$ cat src/rtl/nms_stream.sv
// Streaming non-maximum suppression: thins a raster stream of gradient magnitudes along their
// quantised direction. Optional low threshold (port lo_thresh) is enabled by `define NMS_THRESH_EN.
module nms_stream #(
  parameter int unsigned PRECISION  = 8,
  parameter int unsigned IMG_WIDTH  = 64,
  parameter int unsigned IMG_HEIGHT = 64
) (
  input  logic                 clk,
  input  logic                 n_rst,
  input  logic [PRECISION-1:0] in_mag,
  input  logic [1:0]           in_angle,
  input  logic                 in_valid,
  output logic                 in_ready,
  output logic [PRECISION-1:0] out_mag,
  output logic                 out_valid,
  input  logic                 out_ready
`ifdef NMS_THRESH_EN
  ,
  input  logic [PRECISION-1:0] lo_thresh
`endif
);

  localparam int unsigned Depth = 2 * IMG_WIDTH + 3;
  localparam int unsigned EntW  = PRECISION + 2;
  localparam int unsigned NPix  = IMG_WIDTH * IMG_HEIGHT;
  localparam int unsigned CntW  = $clog2(NPix);
  localparam int unsigned ColW  = $clog2(IMG_WIDTH);
  localparam int unsigned RowW  = $clog2(IMG_HEIGHT);
  localparam int unsigned FlW   = $clog2(IMG_WIDTH + 1);

  localparam int unsigned TapC  = IMG_WIDTH + 1;
  localparam int unsigned TapW  = IMG_WIDTH + 2;
  localparam int unsigned TapE  = IMG_WIDTH;
  localparam int unsigned TapN  = 2 * IMG_WIDTH + 1;
  localparam int unsigned TapS  = 1;
  localparam int unsigned TapNw = 2 * IMG_WIDTH + 2;
  localparam int unsigned TapNe = 2 * IMG_WIDTH;
  localparam int unsigned TapSw = 2;
  localparam int unsigned TapSe = 0;

  typedef enum logic [1:0] {StIdle, StFill, StRun, StFlush} state_e;

  state_e                 state_q;
  logic [CntW-1:0]        pix_cnt_q;
  logic [FlW-1:0]         flush_cnt_q;
  logic [RowW-1:0]        row_q;
  logic [ColW-1:0]        col_q;
  logic [EntW-1:0]        sr_q [Depth];
  logic [EntW-1:0]        sr_d [Depth];
  logic                   out_valid_q;
  logic [PRECISION-1:0]   out_mag_q;

  logic                   slot_free;
  logic                   accept;
  logic                   advance;
  logic                   produce;
  logic [PRECISION-1:0]   c_mag;
  logic [1:0]             c_ang;
  logic [PRECISION-1:0]   nb_a;
  logic [PRECISION-1:0]   nb_b;
  logic                   border;
  logic                   keep;
  logic [PRECISION-1:0]   result;

  always_comb begin
    slot_free = !out_valid_q || out_ready;
    in_ready  = (state_q != StFlush) && slot_free;
    accept    = in_valid && in_ready;
    advance   = accept || ((state_q == StFlush) && slot_free);
    produce   = advance && ((state_q == StRun) || (state_q == StFlush));
  end

  // Post-shift view: the output for a centre is decided on the edge that brings in its SE pixel.
  always_comb begin
    sr_d[0] = (state_q == StFlush) ? '0 : {in_angle, in_mag};
    for (int i = 1; i < Depth; i++) begin
      sr_d[i] = sr_q[i-1];
    end
  end

  always_comb begin
    c_mag = sr_d[TapC][PRECISION-1:0];
    c_ang = sr_d[TapC][EntW-1:PRECISION];
    nb_a  = '0;
    nb_b  = '0;
    unique case (c_ang)
      2'd0: begin
        nb_a = sr_d[TapW][PRECISION-1:0];
        nb_b = sr_d[TapE][PRECISION-1:0];
      end
      2'd1: begin
        nb_a = sr_d[TapNe][PRECISION-1:0];
        nb_b = sr_d[TapSw][PRECISION-1:0];
      end
      2'd2: begin
        nb_a = sr_d[TapN][PRECISION-1:0];
        nb_b = sr_d[TapS][PRECISION-1:0];
      end
      2'd3: begin
        nb_a = sr_d[TapNw][PRECISION-1:0];
        nb_b = sr_d[TapSe][PRECISION-1:0];
      end
      default: ;
    endcase
    border = (row_q == '0) || (row_q == RowW'(IMG_HEIGHT - 1)) ||
             (col_q == '0) || (col_q == ColW'(IMG_WIDTH - 1));
    keep   = (c_mag >= nb_a) && (c_mag >= nb_b);
`ifdef NMS_THRESH_EN
    keep   = keep && (c_mag >= lo_thresh);
`endif
    result = (border || !keep) ? '0 : c_mag;
  end

  always_ff @(posedge clk or negedge n_rst) begin
    if (!n_rst) begin
      state_q     <= StIdle;
      pix_cnt_q   <= '0;
      flush_cnt_q <= '0;
      row_q       <= '0;
      col_q       <= '0;
      out_valid_q <= 1'b0;
      out_mag_q   <= '0;
      for (int i = 0; i < Depth; i++) begin
        sr_q[i] <= '0;
      end
    end else begin
      if (advance) begin
        for (int i = 0; i < Depth; i++) begin
          sr_q[i] <= sr_d[i];
        end
      end

      if (produce) begin
        out_valid_q <= 1'b1;
        out_mag_q   <= result;
        if (col_q == ColW'(IMG_WIDTH - 1)) begin
          col_q <= '0;
          row_q <= (row_q == RowW'(IMG_HEIGHT - 1)) ? '0 : row_q + 1'b1;
        end else begin
          col_q <= col_q + 1'b1;
        end
      end else if (out_ready) begin
        out_valid_q <= 1'b0;
      end

      unique case (state_q)
        StIdle: if (accept) begin
          pix_cnt_q <= CntW'(1);
          state_q   <= StFill;
        end
        StFill: if (accept) begin
          pix_cnt_q <= pix_cnt_q + 1'b1;
          if (pix_cnt_q == CntW'(IMG_WIDTH)) state_q <= StRun;
        end
        StRun: if (accept) begin
          if (pix_cnt_q == CntW'(NPix - 1)) begin
            pix_cnt_q   <= '0;
            flush_cnt_q <= '0;
            state_q     <= StFlush;
          end else begin
            pix_cnt_q <= pix_cnt_q + 1'b1;
          end
        end
        StFlush: if (slot_free) begin
          if (flush_cnt_q == FlW'(IMG_WIDTH)) begin
            flush_cnt_q <= '0;
            state_q     <= StIdle;
          end else begin
            flush_cnt_q <= flush_cnt_q + 1'b1;
          end
        end
        default: state_q <= StIdle;
      endcase
    end
  end

  assign out_valid = out_valid_q;
  assign out_mag   = out_mag_q;

endmodule

$ cat config.mk
export PLATFORM = sky130hd
export DESIGN_NAME = nms_stream
export DESIGN_NICKNAME = d
export VERILOG_FILES = /design/src/rtl/nms_stream.sv
export SDC_FILE = /design/constraint.sdc
export NUM_CORES = 2
export LEC_CHECK = 0
export ABC_AREA = 1
export CAP_MARGIN = 5
export CORE_MARGIN = 2
export CORE_UTILIZATION = 45
export DETAILED_ROUTE_END_ITERATION = 12
export GPL_TIMING_DRIVEN = 0
export PLACE_DENSITY = 0.71
export SLEW_MARGIN = 0
export SYNTH_ARGS = -nofsm -noshare
export SYNTH_HDL_FRONTEND = slang
export SYNTH_SLANG_ARGS = --single-unit
$ cat constraint.sdc
create_clock -name clk -period 2.8 [get_ports clk]
set_input_delay 0.56 -clock clk [delete_from_list [all_inputs] [get_ports clk]]
set_output_delay 0.56 -clock clk [all_outputs]
set_load 0.03 [all_outputs]
### Word level (Yosys, flattened, before mapping)

Cells that the tools add are included.

| operators by class | value |
|---|---|
| eq/ne operators | 19 |
| $add $sub $neg | 4 |
| reduce and logical (&&, ||, !) cells | 25 |
| div/mod/pow operators | 0 |
| mux-type cells | 26 |
| shifts and indexed selects | 0 |
| bitwise logic cells | 0 |
| magnitude comparators | 2 |
| $mul | 0 |

Operators by type and width:

| operator | number |
|---|---|
| 8-bit one-hot mux with 4 select lines | 2 |
| 12-bit two-way mux | 4 |
| 12-bit one-hot mux with 3 select lines | 1 |
| 7-bit two-way mux | 4 |
| 8-bit >= comparator | 2 |
| 2-bit two-way mux | 7 |
| 7-bit one-hot mux with 2 select lines | 1 |
| 12-bit by 1-bit adder with 12-bit output (second input constant) | 1 |
| 6-bit by 1-bit adder with 6-bit output (second input constant) | 2 |
| 12-bit equality test (second input constant) | 1 |
| 12-bit by 7-bit equality test with 1-bit output (second input constant) | 1 |
| 6-bit equality test (second input constant) | 2 |
| 6-bit zero test | 2 |
| 6-bit two-way mux | 2 |
| 2-bit inequality test (second input constant) | 6 |
| 10-bit two-way mux | 1 |
| 2-bit equality test (second input constant) | 4 |
| 8-bit two-way mux | 1 |
| 2-bit one-hot mux with 4 select lines | 1 |
| 4-bit AND reduction | 2 |
| 7-bit by 1-bit adder with 7-bit output (second input constant) | 1 |
| 7-bit equality test (second input constant) | 1 |
| 1-bit logical OR | 7 |
| 7-bit AND reduction | 1 |
| other kinds (9) | 19 |

| word-level totals | value |
|---|---|
| input bits | 14 |
| RAM bits | 0 |
| memory bits (read-only) | 0 |
| logic and storage cells | 213 |
| register bits after elaboration | 1212 |
| bits in latches | 0 |
| output and inout bits | 10 |
| memories | 0 |

### Logic depth before layout (Yosys ltp)

| depth | value |
|---|---|
| depth in word-level cells | 8 |
| depth in mapped cells | 17 |
| depth with buffers taken out | 16 |

### Worst setup path after synthesis

Ideal clock, no wire load.

| timing | value |
|---|---|
| path type | register -> register |
| start | register state_q[0] |
| end | register out_mag_q[0], in the netlist out_mag[0] |
| slack | 577 ps |
| library setup time | 119 ps |
| clock period less this slack | 2223 ps |
| path buffers | 1 |
| data required time | 2681 ps |
| cell stages (with the launch flop) | 13 |
| arrival time | 2105 ps |
| cell sequence | dfrtp_1 -> ha_1 -> buf_2 -> inv_2 -> nand2_1 -> o221ai_1 -> o21ai_0 -> ha_1 -> a21oi_1 -> o21a_1 -> nand3_1 -> nand4_1 -> nand2_1 |

| between the ends | value |
|---|---|
| cells in the longest elaborated chain, start to end | 8 |
| elaborated cells on any way between the ends | 16 |
| those cells by class | 1 x order compare; 3 x eq/ne; 3 x mux; 9 x reduce/logical |

RTL lines:

| element | line | text |
|---|---|---|
| start, declared | 43 | `state_e state_q;` |
| start signal, assigned | 116 | `state_q <= StIdle;` |
| start signal, assigned | 149 | `state_q <= StFill;` |
| start signal, assigned | 153 | `if (pix_cnt_q == CntW'(IMG_WIDTH)) state_q <= StRun;` |
| 2-bit equality test | 69, 70, 75 |  |
| 10-bit two-way mux | 75 | `sr_d[0] = (state_q == StFlush) ? '0 : {in_angle, in_mag};` |
| 8-bit one-hot mux with 4 select lines | 86 | `unique case (c_ang)` |
| 8-bit >= comparator | 107 | `keep = (c_mag >= nb_a) && (c_mag >= nb_b);` |
| 1-bit logical AND | 107 |  |
| 1-bit zero test | 111 | `result = (border \|\| !keep) ? '0 : c_mag;` |
| 1-bit logical OR | 111 |  |
| 8-bit two-way mux | 111 |  |
| end signal, assigned | 135 | `out_mag_q <= result;` |
| end, declared | 51 | `logic [PRECISION-1:0] out_mag_q;` |

Parallel ways exist; a longest one is shown, timed or not.
A chain may end at the register's enable or synchronous reset.

### Final worst setup path

| timing | value |
|---|---|
| start | register state_q[0] |
| end | output in_ready |

| between the ends | value |
|---|---|
| cells in the longest elaborated chain, start to end | 2 |

RTL lines:

| element | line | text |
|---|---|---|
| 2-bit inequality test | 67 | `in_ready = (state_q != StFlush) && slot_free;` |
| 1-bit logical AND | 67 |  |
| end, declared | 13 | `output logic in_ready,` |

No other way between the ends.

==> metrics <==
CP required ~2.2 ns; n_diodes 0; CP Launch Type flip-flop; Rel. slew slack 36.5%; Worst-Margin Slew 0.953 ns; clock buffer depth 3; Clk pin slew, worst setup/hold paths about 0.06 ns; synthesis-to-layout area growth 13.0%; Yosys reg bits 1212; total grt overflow 0; number of setup violations in the final report 0; smallest hold slack -0.0322 ns; # IOs 24; Synth Instances 5350; Routed wire per std cell 12.6 um; PortBufs 23; Clock Latency Late Sink 0.68 ns; synth cell count leaders 3506 x nand2_1, 1212 x dfrtp_1, 126 x buf_2; Multi-input gate area 14900 sq um; cell with the most instances after synthesis nand2_1; clock buffer count from CTS around 120; Leakage a little under 30 nW; top cell type's share of synthesized area 64.9%; Setup Skew about 0.019 ns; TritonCTS clock tree built; status finished with violations; nets 5541; hpwl dp 56200 um; Synth Cell Area 46700 sq um; routed vias/inst 4.68; sequential area share after synthesis 64.9%; unrepaired setup endpoints after global routing no; largest net degree at the start of global routing approximately 190; Rows 118; Post-synth EDFFs 0; fmax roughly 370 MHz; Post-synth ARST share 100%; Final Max Tran Viols 0; vias in the first global route 31800; crit-path max FO 10; MaxCap Viol Count 0; FF-to-FF path depth 15; layout cells sized above 1 5.95%; Pre-Repair DR Iteration Count 6; Total Wirelength 87700 um; max incr delay on CP approximately 0.42 ns; area leader, netlist dfrtp_1; ranking of synthesized cells by area dfrtp_1 65%, nand2_1 28%, buf_2 1.4%, o21ai_0 1.0%, clkbuf_1 0.90%; Final Util between 50% and 60%; initial antenna violation count 0; critical path's slowest cell dfrtp_1; Post-CTS Setup Bufs 0; Syn Nets 5392; Initial Util 45.2%; Final Hold Vio Count 6; Final TNS setup 0 ns; WP data arrival roughly 2.1 ns; GRT Util Overall around 17%; Die X ~330 um; register area just over 30000 sq um; crit path cell chain ha_1 -> clkbuf_4 -> nor2_2 -> clkdlybuf4s15_2; core area 103000 sq um; post-synth cell types 36; routed vias around 33000; Yosys Warn Count 0; number of routed nets with antenna violations 0; fin crit share 95.3%; syn_area_per_cell 8.73 sq um; fill count 9389; die area 106000 sq um; crit end category output port; global-route wire length before repair 153000 um; power per cell area 870 nW/um^2; worst hold path type in -> async; H-tree depth 3; failing checks hold timing; Remaining DRCs 0; Die Y 326 um; CTS root buf clkbuf_16; placer congestion estimate 0.825; Period minus WS final 2.67 ns; VDD IR-drop max roughly 0.00062 V; Iter 0 DRT Violations 2500; Setup CP Type reg -> out; Top FF cell, synth dfrtp_1; # clock sinks ~1200; Pwr Total 45.9 mW
-- critical path: cells and delay by family (launching register included) --
kind	cells	cell delay (ns)
adders and majority gates	1	0.25
DFF	1	0.42
and+or+nand+nor	1	0.22
buffers and inverters	2	0.55
-- stage by stage --
| step | hold WS (ns) | std cells | worst slack (ns) | cell area, sq um |
|---|---|---|---|---|
| after global routing | 0.0915 | 6972 | 0.0281 | 52800 |
| after global placement | 0.453 | 6753 | -52.87 | 48700 |
| after floorplan | 0.264 | 5350 | 0.577 | 46700 |
| after CTS | 0.0502 | 6972 | 0.00255 | 52700 |
| final | -0.0322 | 6972 | 0.132 | 52800 |
| after detailed placement | 0.386 | 6760 | -0.369 | 48900 |
-- flip-flops by register name, summed over array words and instances, names as in the netlist --
name         cells
c_ang            2
c_mag            8
col_q            6
flush_cnt_q      7
out_mag          8
out_valid        1
pix_cnt_q       12
row_q            6
sr_d          1160
state_q          2
-- logic make-up after synthesis --
group	count (synthesis)	synth area share [%]
flops	1212	64.9
fa+ha+maj	28	0.750
xor+xnor	11	0.206
compound gates	135	1.65
simple gates	3612	29.3
buf+inv	352	3.18
-- worst paths after layout --
| path | start | to | slack (ns) |
|---|---|---|---|
| hold reg to reg | sr_d[695] | sr_d[695] | 0.47 |
| setup / recovery | state_q[0] | in_ready | 0.13 |
| setup reg to reg | state_q[0] | out_mag[6] | 0.18 |
| max in group asynchronous | n_rst | c_mag[3] | 0.67 |
| min in group clk | sr_d[695] | sr_d[695] | 0.47 |
| hold / removal | n_rst | sr_d[938] | -0.03 |
-- where the power goes --
part / switching (mW) / total, mW / internal (mW)
sequential: 1.77 / 22.2 / 20.5
combinational: 5.58 / 7.92 / 2.33
clock: 6.53 / 15.7 / 9.20
-- routing by layer --
metal | up-vias | part of all wire [%] | GRT usage (%)
met5 | - | 0 | 0
met4 | 0 | 2.3 | 4.72
met3 | 132 | 3.3 | 2.24
met2 | 399 | 45 | 26.1
met1 | 15600 | 50 | 24.9
li1 | 16500 | - | -
-- layout by cell type (no fill, tap or decap), types with 2 or more instances in the layout --
cell type        instances
clkdlybuf4s50_1         21
nor2_2                   5
ha_1                    28
clkbuf_16              119
inv_2                    3
a21oi_2                  2
nand3_2                  2
o2111ai_1                3
buf_1                   26
clkbuf_8                22
a21oi_1                  7
o21ai_0                 91
a32o_1                   2
nand3_1                 24
o22ai_1                  3
nand3b_1                 2
buf_16                   8
nand2_1               3505
o21ai_1                  7
clkinv_4                 3
nor3_1                   6
nand2_2                  2
nor2_1                  47
bufinv_16                9
inv_1                   82
a221oi_1                10
nand4_1                 16
buf_2                  125
xnor2_1                  3
clkinvlp_4               2
xor2_1                   8
o21ai_2                  3
o21a_1                   2
clkbuf_1               147
clkinv_2                17
clkbuf_2                 2
dfrtp_1               1212
-- area by class of cell --
cell class | instances | area share, %
Inverter | 87 | 0.624
Multi-Input combinational cell | 3786 | 28.3
Clock buffer | 178 | 6.48
Clock inverter | 33 | 0.790
Tap cell | 1380 | 3.27
Buffer | 265 | 2.20
Timing Repair Buffer | 31 | 0.856
Sequential cell | 1212 | 57.5
-- what timing repair did --
item / 4_1_cts / 5_1_grt
resized for setup: 10 / 11
endpoints found under the setup margin: 9 / 9
endpoints found under the hold margin: 17 / 0
cloned: 0 / 0
hold buffers: 1 / 0
(Power assumes the default switching activity.)
